===== config.mk =====
export PLATFORM = sky130hd
export DESIGN_NAME = dp_sequencer
export DESIGN_NICKNAME = d
export VERILOG_FILES = /design/src/rtl/dp_pkg.sv /design/src/rtl/cond_eval.sv /design/src/rtl/dp_sequencer.sv
export SDC_FILE = /design/constraint.sdc
export NUM_CORES = 1
export LEC_CHECK = 0
export ABC_AREA = 0
export BUFFER_PORTS_ARGS = -buffer_cell sky130_fd_sc_hd__buf_2
export CORE_UTILIZATION = 49
export CTS_BUF_LIST = sky130_fd_sc_hd__clkbuf_16
export DETAILED_ROUTE_END_ITERATION = 10
export PLACE_DENSITY = 0.87
export SLEW_MARGIN = 30
export SYNTH_ARGS = -nofsm -noshare
export SYNTH_HDL_FRONTEND = slang
export SYNTH_HIERARCHICAL = 1
export SYNTH_SLANG_ARGS = --single-unit

===== constraint.sdc =====
create_clock -name clk -period 2.9 [get_ports clk]
set_input_delay 0.87 -clock clk [delete_from_list [all_inputs] [get_ports clk]]
set_output_delay 0.87 -clock clk [all_outputs]
set_load 0.1 [all_outputs]

===== src/rtl/dp_pkg.sv =====
// Shared definitions for the data-processing sequencer: opcodes, condition codes,
// FSM states, instruction field positions and opcode class helpers.
package dp_pkg;

    localparam logic [3:0] OP_AND = 4'h0;
    localparam logic [3:0] OP_EOR = 4'h1;
    localparam logic [3:0] OP_SUB = 4'h2;
    localparam logic [3:0] OP_RSB = 4'h3;
    localparam logic [3:0] OP_ADD = 4'h4;
    localparam logic [3:0] OP_ADC = 4'h5;
    localparam logic [3:0] OP_SBC = 4'h6;
    localparam logic [3:0] OP_RSC = 4'h7;
    localparam logic [3:0] OP_TST = 4'h8;
    localparam logic [3:0] OP_TEQ = 4'h9;
    localparam logic [3:0] OP_CMP = 4'hA;
    localparam logic [3:0] OP_CMN = 4'hB;
    localparam logic [3:0] OP_ORR = 4'hC;
    localparam logic [3:0] OP_MOV = 4'hD;
    localparam logic [3:0] OP_BIC = 4'hE;
    localparam logic [3:0] OP_MVN = 4'hF;

    localparam logic [3:0] COND_EQ = 4'h0;
    localparam logic [3:0] COND_NE = 4'h1;
    localparam logic [3:0] COND_CS = 4'h2;
    localparam logic [3:0] COND_CC = 4'h3;
    localparam logic [3:0] COND_MI = 4'h4;
    localparam logic [3:0] COND_PL = 4'h5;
    localparam logic [3:0] COND_VS = 4'h6;
    localparam logic [3:0] COND_VC = 4'h7;
    localparam logic [3:0] COND_HI = 4'h8;
    localparam logic [3:0] COND_LS = 4'h9;
    localparam logic [3:0] COND_GE = 4'hA;
    localparam logic [3:0] COND_LT = 4'hB;
    localparam logic [3:0] COND_GT = 4'hC;
    localparam logic [3:0] COND_LE = 4'hD;
    localparam logic [3:0] COND_AL = 4'hE;
    localparam logic [3:0] COND_NV = 4'hF;

    typedef enum logic [2:0] {
        ST_IDLE,
        ST_COND,
        ST_RD_RS,
        ST_RD_OP,
        ST_EXEC,
        ST_WB
    } state_t;

    localparam int COND_HI_POS = 31;
    localparam int COND_LO_POS = 28;
    localparam int I_POS       = 25;
    localparam int OPC_HI_POS  = 24;
    localparam int OPC_LO_POS  = 21;
    localparam int S_POS       = 20;
    localparam int RN_HI_POS   = 19;
    localparam int RN_LO_POS   = 16;
    localparam int RD_HI_POS   = 15;
    localparam int RD_LO_POS   = 12;
    localparam int OP2_HI_POS  = 11;
    localparam int RSHIFT_POS  = 4;

    function automatic logic is_arith(input logic [3:0] op);
        case (op)
            OP_SUB, OP_RSB, OP_ADD, OP_ADC,
            OP_SBC, OP_RSC, OP_CMP, OP_CMN: return 1'b1;
            default:                        return 1'b0;
        endcase
    endfunction

    function automatic logic is_compare(input logic [3:0] op);
        case (op)
            OP_TST, OP_TEQ, OP_CMP, OP_CMN: return 1'b1;
            default:                        return 1'b0;
        endcase
    endfunction

endpackage


===== src/rtl/cond_eval.sv =====
// Combinational ARM condition-code check against NZCV; NV always fails.
module cond_eval
    import dp_pkg::*;
(
    input  logic [3:0] cond,
    input  logic [3:0] nzcv,
    output logic       pass
);

    logic n, z, c, v;
    assign {n, z, c, v} = nzcv;

    always_comb begin
        pass = 1'b0;
        case (cond)
            COND_EQ: pass = z;
            COND_NE: pass = ~z;
            COND_CS: pass = c;
            COND_CC: pass = ~c;
            COND_MI: pass = n;
            COND_PL: pass = ~n;
            COND_VS: pass = v;
            COND_VC: pass = ~v;
            COND_HI: pass = c & ~z;
            COND_LS: pass = ~c | z;
            COND_GE: pass = (n == v);
            COND_LT: pass = (n != v);
            COND_GT: pass = ~z & (n == v);
            COND_LE: pass = z | (n != v);
            COND_AL: pass = 1'b1;
            default: pass = 1'b0;
        endcase
    end

endmodule


===== src/rtl/dp_sequencer.sv =====
// Multi-cycle sequencer: runs one data-processing instruction through the shared
// ALU and register file, and owns the architectural NZCV flags.
module dp_sequencer
    import dp_pkg::*;
#(
    parameter int REG_SIZE  = 32,
    parameter int ADDR_SIZE = 4
) (
    input  logic                 clk,
    input  logic                 rst_n,
    input  logic                 in_valid,
    output logic                 in_ready,
    input  logic [31:0]          instr,
    output logic [ADDR_SIZE-1:0] rf_raddr0,
    output logic [ADDR_SIZE-1:0] rf_raddr1,
    input  logic [REG_SIZE-1:0]  rf_rdata0,
    input  logic [REG_SIZE-1:0]  rf_rdata1,
    output logic [3:0]           alu_opcode,
    output logic [REG_SIZE-1:0]  alu_d0,
    output logic [REG_SIZE-1:0]  alu_d1,
    output logic [7:0]           alu_imm,
    output logic [7:0]           alu_shift,
    output logic [3:0]           alu_rot,
    output logic [3:0]           alu_shift_byte,
    output logic                 alu_b_imm,
    output logic                 alu_cin,
    input  logic [REG_SIZE-1:0]  alu_result,
    input  logic                 alu_carry,
    input  logic                 alu_overflow,
    input  logic                 alu_we,
    output logic                 rf_we,
    output logic [ADDR_SIZE-1:0] rf_waddr,
    output logic [REG_SIZE-1:0]  rf_wdata,
    output logic [3:0]           flags,
    output logic                 done,
    output logic                 skipped
);

    state_t      state;
    logic [31:0] instr_q;
    logic        skip_q;
    logic [3:0]  rs_amt;
    logic        carry_q;
    logic        ovf_q;

    logic [3:0]  f_cond, f_opc, f_rn, f_rd, f_rs, f_rm;
    logic        f_i, f_s, f_rshift;
    logic [11:0] f_op2;
    logic        cond_pass;
    logic        flag_upd;
    logic        unused_instr_bits;

    assign f_cond   = instr_q[COND_HI_POS:COND_LO_POS];
    assign f_i      = instr_q[I_POS];
    assign f_opc    = instr_q[OPC_HI_POS:OPC_LO_POS];
    assign f_s      = instr_q[S_POS];
    assign f_rn     = instr_q[RN_HI_POS:RN_LO_POS];
    assign f_rd     = instr_q[RD_HI_POS:RD_LO_POS];
    assign f_op2    = instr_q[OP2_HI_POS:0];
    assign f_rs     = f_op2[11:8];
    assign f_rm     = f_op2[3:0];
    assign f_rshift = ~f_i & f_op2[RSHIFT_POS];
    assign flag_upd = f_s | is_compare(f_opc);
    assign unused_instr_bits = ^instr_q[27:26];

    // The ALU keeps no carry state; the architectural C flag is its carry input.
    assign alu_cin = flags[1];

    cond_eval u_cond_eval (
        .cond (f_cond),
        .nzcv (flags),
        .pass (cond_pass)
    );

    always_ff @(posedge clk or negedge rst_n) begin
        if (!rst_n) begin
            state          <= ST_IDLE;
            instr_q        <= '0;
            skip_q         <= 1'b0;
            rs_amt         <= '0;
            carry_q        <= 1'b0;
            ovf_q          <= 1'b0;
            in_ready       <= 1'b1;
            rf_raddr0      <= '0;
            rf_raddr1      <= '0;
            alu_opcode     <= '0;
            alu_d0         <= '0;
            alu_d1         <= '0;
            alu_imm        <= '0;
            alu_shift      <= '0;
            alu_rot        <= '0;
            alu_shift_byte <= '0;
            alu_b_imm      <= 1'b0;
            rf_we          <= 1'b0;
            rf_waddr       <= '0;
            rf_wdata       <= '0;
            flags          <= '0;
            done           <= 1'b0;
            skipped        <= 1'b0;
        end else begin
            case (state)
                ST_IDLE: begin
                    if (in_valid) begin
                        instr_q  <= instr;
                        in_ready <= 1'b0;
                        state    <= ST_COND;
                    end
                end
                ST_COND: begin
                    if (!cond_pass) begin
                        skip_q  <= 1'b1;
                        done    <= 1'b1;
                        skipped <= 1'b1;
                        state   <= ST_WB;
                    end else if (f_rshift) begin
                        skip_q    <= 1'b0;
                        rf_raddr1 <= ADDR_SIZE'(f_rs);
                        state     <= ST_RD_RS;
                    end else begin
                        skip_q    <= 1'b0;
                        rf_raddr0 <= ADDR_SIZE'(f_rn);
                        rf_raddr1 <= ADDR_SIZE'(f_rm);
                        state     <= ST_RD_OP;
                    end
                end
                ST_RD_RS: begin
                    rs_amt    <= rf_rdata1[3:0];
                    rf_raddr0 <= ADDR_SIZE'(f_rn);
                    rf_raddr1 <= ADDR_SIZE'(f_rm);
                    state     <= ST_RD_OP;
                end
                // Operands and control fields are registered here so they hold for all of EXEC.
                ST_RD_OP: begin
                    alu_d0         <= rf_rdata0;
                    alu_d1         <= rf_rdata1;
                    alu_opcode     <= f_opc;
                    alu_imm        <= f_op2[7:0];
                    alu_rot        <= f_op2[11:8];
                    alu_b_imm      <= f_i;
                    alu_shift      <= {f_op2[11:5], f_op2[RSHIFT_POS]};
                    alu_shift_byte <= f_rshift ? rs_amt : 4'd0;
                    state          <= ST_EXEC;
                end
                ST_EXEC: begin
                    rf_we    <= alu_we;
                    rf_waddr <= ADDR_SIZE'(f_rd);
                    rf_wdata <= alu_result;
                    carry_q  <= alu_carry;
                    ovf_q    <= alu_overflow;
                    done     <= 1'b1;
                    skipped  <= 1'b0;
                    state    <= ST_WB;
                end
                // Logical ops leave C and V alone; compares update flags even without S.
                ST_WB: begin
                    if (!skip_q && flag_upd) begin
                        flags <= {rf_wdata[REG_SIZE-1],
                                  (rf_wdata == '0),
                                  is_arith(f_opc) ? carry_q : flags[1],
                                  is_arith(f_opc) ? ovf_q   : flags[0]};
                    end
                    rf_we    <= 1'b0;
                    done     <= 1'b0;
                    skipped  <= 1'b0;
                    in_ready <= 1'b1;
                    state    <= ST_IDLE;
                end
                default: begin
                    state    <= ST_IDLE;
                    in_ready <= 1'b1;
                end
            endcase
        end
    end

endmodule


# [Yosys cells after proc, flatten, opt, wreduce, memory -nomap -nowiden]
# Memory sizes are Yosys's and may differ from the RTL's.
# Cells that the tools add are included.
[op_classes] n_bitwise=12 mux=24 n_reduce_logical=21 eq_ne=29
[op_table] cell="equality test 4 bit, second input constant" count=11
[op_table] cell="zero test 32 bit" count=1
[op_table] cell="2-to-1 mux 4 bit" count=5
[op_table] cell="equality test 4 x 3 -> 1 bit, second input constant" count=4
[op_table] cell="case mux 4 bit (2 select lines)" count=2
[op_table] cell="case mux 1 bit (15 select lines)" count=1
[op_table] cell="case mux 3 bit (5 select lines)" count=1
[op_table] cell="AND reduction 2 bit" count=6
[op_table] cell="2-to-1 mux 1 bit" count=9
[op_table] cell="AND reduction 3 bit" count=3
[op_table] cell="equality test 4 x 2 -> 1 bit, second input constant" count=2
[op_table] cell="inequality test 2 bit, second input constant" count=4
[op_table] cell="OR reduction 4 bit" count=2
[op_table] cell="equality test 3 x 2 -> 1 bit, second input constant" count=2
[op_table] cell="equality test 3 bit, second input constant" count=2
[op_table] cell="2-to-1 mux 3 bit" count=2
[op_table] cell="inverter 1 bit" count=6
[op_table] cell="case mux 1 bit (2 select lines)" count=3
[op_table] cell="nonzero test 2 bit" count=3
[op_table] cell="equality test 4 x 1 -> 1 bit, second input constant" count=1
[op_table] cell="zero test 4 bit" count=1
[op_table] cell="AND 1 bit" count=3
[op_table] cell="equality test 3 x 1 -> 1 bit, second input constant" count=1
[op_table] cell="zero test 3 bit" count=1
[op_table] cell="other kinds (8)" count=10
[totals] mem_count=2 mem_bits_ro=32 elab_cells=113 ff_bits=187
[mem_list] memory="(name not given)" words=16 width=1 read_ports=1 rd_clocked_by_memory_dff=0 wr=0 line_no="dp_pkg.sv:62" rtl="case (op)"
[mem_list] memory="(name not given)" words=16 width=1 read_ports=1 rd_clocked_by_memory_dff=0 wr=0 line_no="dp_pkg.sv:62"

# [Depth between registers and ports, before layout]
[logic_depth] word_depth=8 mapped_depth=9 mapped_depth_nobuf=8

# [Hierarchy]
# Netlist, hierarchy kept.
[by_module_without_submodules] mod="dp_sequencer" instances=1 seq_area_each_um2=4430.5 cells_each=443 area_each_um2=6931.6
[by_module_without_submodules] mod="cond_eval" instances=1 seq_area_each_um2=0.0 cells_each=28 area_each_um2=193.9

# [Worst setup path after synthesis]
# Ideal clock, no wire load.
[synth_timing] path_type="register to register" from="register flags[3]" to="register rf_raddr0[0]" slack_ps=127 arrival_time_ps=2644 stages_incl_launch_ff=9 path_cell_list="dfrtp_1 -> xnor2_2 -> a221oi_1 -> a211o_1 -> a211o_1 -> nand3b_4 -> a21oi_4 -> o31a_4 -> mux2_1"
[synth_between] elab_chain_cells=5
[synth_lines] element="from (decl)" line_no="dp_sequencer.sv:34" rtl="output logic [3:0] flags,"
[synth_lines] element="from (signal assigned)" line_no="dp_sequencer.sv:157" rtl="flags <= {rf_wdata[REG_SIZE-1],"
[synth_lines] element="inequality test 1 bit or equality test 1 bit (tied branches)"
[synth_lines] element="bitwise OR 1 bit or AND 1 bit (tied branches)" line_no="cond_eval.sv:29, cond_eval.sv:28"
[synth_lines] element="case mux 1 bit (15 select lines) *" line_no="cond_eval.sv:15" rtl="case (cond)"
[synth_lines] element="named net cond_pass" line_no="dp_sequencer.sv:49" rtl="logic cond_pass;"
[synth_lines] element="inequality test 2 bit (no source line) *"
[synth_lines] element="AND reduction 3 bit (no source line) *"
[synth_lines] element="to (signal assigned)" line_no="dp_sequencer.sv:121" rtl="rf_raddr0 <= ADDR_SIZE'(f_rn);"
[synth_lines] element="to (signal assigned)" line_no="dp_sequencer.sv:128" rtl="rf_raddr0 <= ADDR_SIZE'(f_rn);"
[synth_lines] element="to (decl)" line_no="dp_sequencer.sv:14" rtl="output logic [ADDR_SIZE-1:0] rf_raddr0,"
# The timed path passes the listed nets; every way through them passes the cells marked *.
# A chain may end at the register's enable or synchronous reset.

# [Final worst setup path]
[layout_timing] from="register instr_q[30]" to="register rf_raddr0[2]"
[layout_between] elab_chain_cells=4
[layout_lines] element="from (decl)" line_no="dp_sequencer.sv:40" rtl="logic [31:0] instr_q;"
[layout_lines] element="from (signal assigned)" line_no="dp_sequencer.sv:104" rtl="instr_q <= instr;"
[layout_lines] element="equality test 4 bit, or another cell as far along" line_no="cond_eval.sv:15"
[layout_lines] element="case mux 1 bit (15 select lines) *" line_no="cond_eval.sv:15"
[layout_lines] element="named net cond_pass" line_no="dp_sequencer.sv:49"
[layout_lines] element="inequality test 2 bit (no source line) *"
[layout_lines] element="AND reduction 3 bit (no source line) *"
# Marked as above.

==> metrics.txt <==
setup repair after global routing missed its margin no; vias about 4800; #FFs+latches synth roughly 180; die extent in y approximately 120 um; worst setup path start instr_q[30]$_DFFE_PN0P_; HPWL after detailed placement approximately 11 mm; number of nets in the layout a little under 900; post-synth net total ~600; share of flip-flops with an asynchronous set or reset 1.00; final setup fails 0; count of antenna diodes in the layout 0; Critical Path Fanout Max 10; category of the worst setup path launch point flip-flop; final critical delay including setup and external delays between 2 and 3 ns; count of hold buffers inserted by post-cts repair 0; Hold Violations, Final 0; final count of pins violating max slew 0; antenna viol nets, final 0; Overall Global Routing Usage 0.207; post-detailed-route wirelength per cell 16.4 um; signed area change from the synthesized netlist to the final layout 29.4%; fraction of final layout cells with drive strength greater than 1 0.631; Clock Root Buffer clkbuf_16; Mean Syn Cell Area between 15 and 20 um2; part of the Yosys area used for sequential elements 0.622; Crit path required time 3.19 ns; TritonCTS buffer count 17; slowest cell delay on critical path approximately 0.48 ns; share of Yosys cell area claimed by the top area cell type 0.618; violation count after the first detailed-routing iteration about 190; Setup Crit Path Kind reg2reg; Core Area 14000 um2; post-synth top area cell dfrtp_1; via count of the first global-routing pass between 4000 and 5000; number of flops mapped to enable cells by yosys 0; cell with the most instances on the worst path a211o_1; status finished, final reports clean; distinct cell type count after synthesis 45; number of rows created at floorplan 43; TritonCTS clock tree done; Primary FF master, synth dfrtp_1; Final Cycle Share 0.888; DRT Pass-1 Iters 4; total standard cell area after synthesis between 7000 and 8000 um2; number of cells upsized or downsized after cts 0; number of max-capacitance violations reported 0; maximum operating frequency about 390 MHz; global-route wire length before repair 23.6 mm; element type at the critical path end flip-flop; Slew headroom 0.389; initial antenna violation count 0; Tightest Pin Transition ~0.92 ns; buffer and inverter count on the worst path 0; worst hold-check path type in2async; global placer's final weighted congestion approximately 0.71; ports placed on the boundary 280; cells taking the most area after synthesis dfrtp_1 (62%), mux2_2 (24%), buf_4 (1.4%); Detailed Route WL approximately 15 mm; Remaining DRCs 0; setup total negative slack 0 ns; post-CTS setup buffers 0; clock tree buffer depth 2; Ys Warns 6; Arrival @ worst endpoint approximately 2.9 ns; kind of cell with the highest combined delay on the critical path compound AO/OA/AOI/OAI gates; CP Cell Sequence or2b_1 -> o31ai_1 -> a211o_1 -> a211o_1 -> nand3b_4 -> a21oi_4 -> o31a_4 -> mux2_1; maximum number of pins on one net before global-route repair 71; Num Clock Sinks around 180; H-tree depth 4; total of buffers placed on input and output ports around 280; post-CTS clock slew at the launch and capture registers of the worst setup and hold paths around 0.060 ns; die area between 15000 and 20000 um2; highest-delay cell along the critical path dfrtp_1; average vias per placed instance approximately 5; Die Span X between 100 and 150 um; critical register-to-register path startpoint instr_q[30]$_DFFE_PN0P_; remaining global-route overflow 0; starting density of the core 0.507; clock latency of the later-clocked register in the worst-skew pair just over 0.4 ns; Layout Skew ~0.0063 ns; gate count after technology mapping approximately 470
==> worst paths after layout <==
path	end	slack, ns	cells after the start
setup reg to reg	rf_raddr0[2]$_DFFE_PN0P_	0.33	8
max in group asynchronous	instr_q[3]$_DFFE_PN0P_	1.83	2
min in group clk	alu_shift_byte[0]$_DFFE_PN0N_	0.48	2
hold / removal	rf_raddr0[1]$_DFFE_PN0P_	0.42	1
hold reg to reg	alu_shift_byte[0]$_DFFE_PN0N_	0.48	2
setup / recovery	rf_raddr0[2]$_DFFE_PN0P_	0.33	8
==> cell type report <==
cell class              instances  area, um2
clock buffers                  17        425
flip-flops and latches        177       4430
repair buffers                285       1490
multi-input cells             260       2490
clock inverters                15        153
fillers                      1008       4820
well taps                     180        225
inverters                       2       7.51
==> registers in the layout, indices dropped and copies added (netlist names), 5 cells and up <==
name	count
rf_wdata	32
alu_imm	7
alu_d0	32
instr_q	30
alu_d1	32
alu_shift	5
==> routing by layer <==
layer | track usage | wire length [um] | vias up
met5 | 0 | 0 | -
met4 | 0.0800 | 258 | 0
met3 | 0.0651 | 1140 | 25
met2 | 0.361 | 7950 | 206
met1 | 0.237 | 5960 | 2338
li1 | - | - | 2212
==> synth_stat cells (2+ instances only) <==
cell      instances
a211o_1           2
a21oi_1           9
buf_2            14
buf_4            13
buf_6             3
clkbuf_1          2
dfrtp_1         176
inv_1             2
mux2_1            6
mux2_2          154
mux2i_1           4
nand2_1          13
nand2b_1          4
nand3b_1          2
nand4_1           2
nor2_1           13
nor2b_1           4
nor3_1            3
nor4_1            8
o211ai_1          2
o21ai_0           9
o31ai_1           3
==> worst reg2reg max path, stage by stage, from the launching register on <==
cell      delay, ns
dfrtp_1        0.48
or2b_1         0.29
o31ai_1        0.26
a211o_1        0.15
a211o_1        0.28
nand3b_4       0.12
a21oi_4        0.31
o31a_4         0.24
mux2_1         0.33
==> per-stage QoR <==
stage	setup slack [ns]	instance area (um2)	hold slack (ns)	utilization	std cells
2_1_floorplan	0.127	7130	0.452	-	471
3_3_place_gp	0.543	8640	0.457	0.615	904
3_5_place_dp	0.357	8640	0.470	0.615	904
4_1_cts	0.323	9220	0.426	0.657	936
5_1_grt	0.131	9220	0.450	0.657	936
6_report	0.325	9220	0.418	0.657	936
==> layout by cell type, fill, tap and decap left out, types with 4 or more instances in the layout <==
master     netlist  routed
a21oi_1          9       9
buf_2           14     276
buf_4           13       5
clkbuf_16        0      17
dfrtp_1        176     176
inv_1            2       6
mux2_1           6       6
mux2_2         154     154
mux2i_1          4       4
nand2_1         13      13
nand2b_1         4       4
nor2_1          13      13
nor2b_1          4       4
nor4_1           8       8
o21ai_0          9       9
==> logic make-up (layout without fill, tap and decap cells) <==
logic type / count (synthesis) / after routing / synth area share
and+or+nand+nor: 59 / 59 / 0.0500
buffers and inverters: 34 / 319 / 0.0304
muxes: 165 / 165 / 0.261
DFF: 177 / 177 / 0.622
AOI/OAI and AO/OA: 34 / 34 / 0.0337
xor gates and xnor gates: 2 / 2 / 0.00351
Power is not shown: default switching activity piles up to over one toggle a cycle in this logic, so the estimate is an artifact.
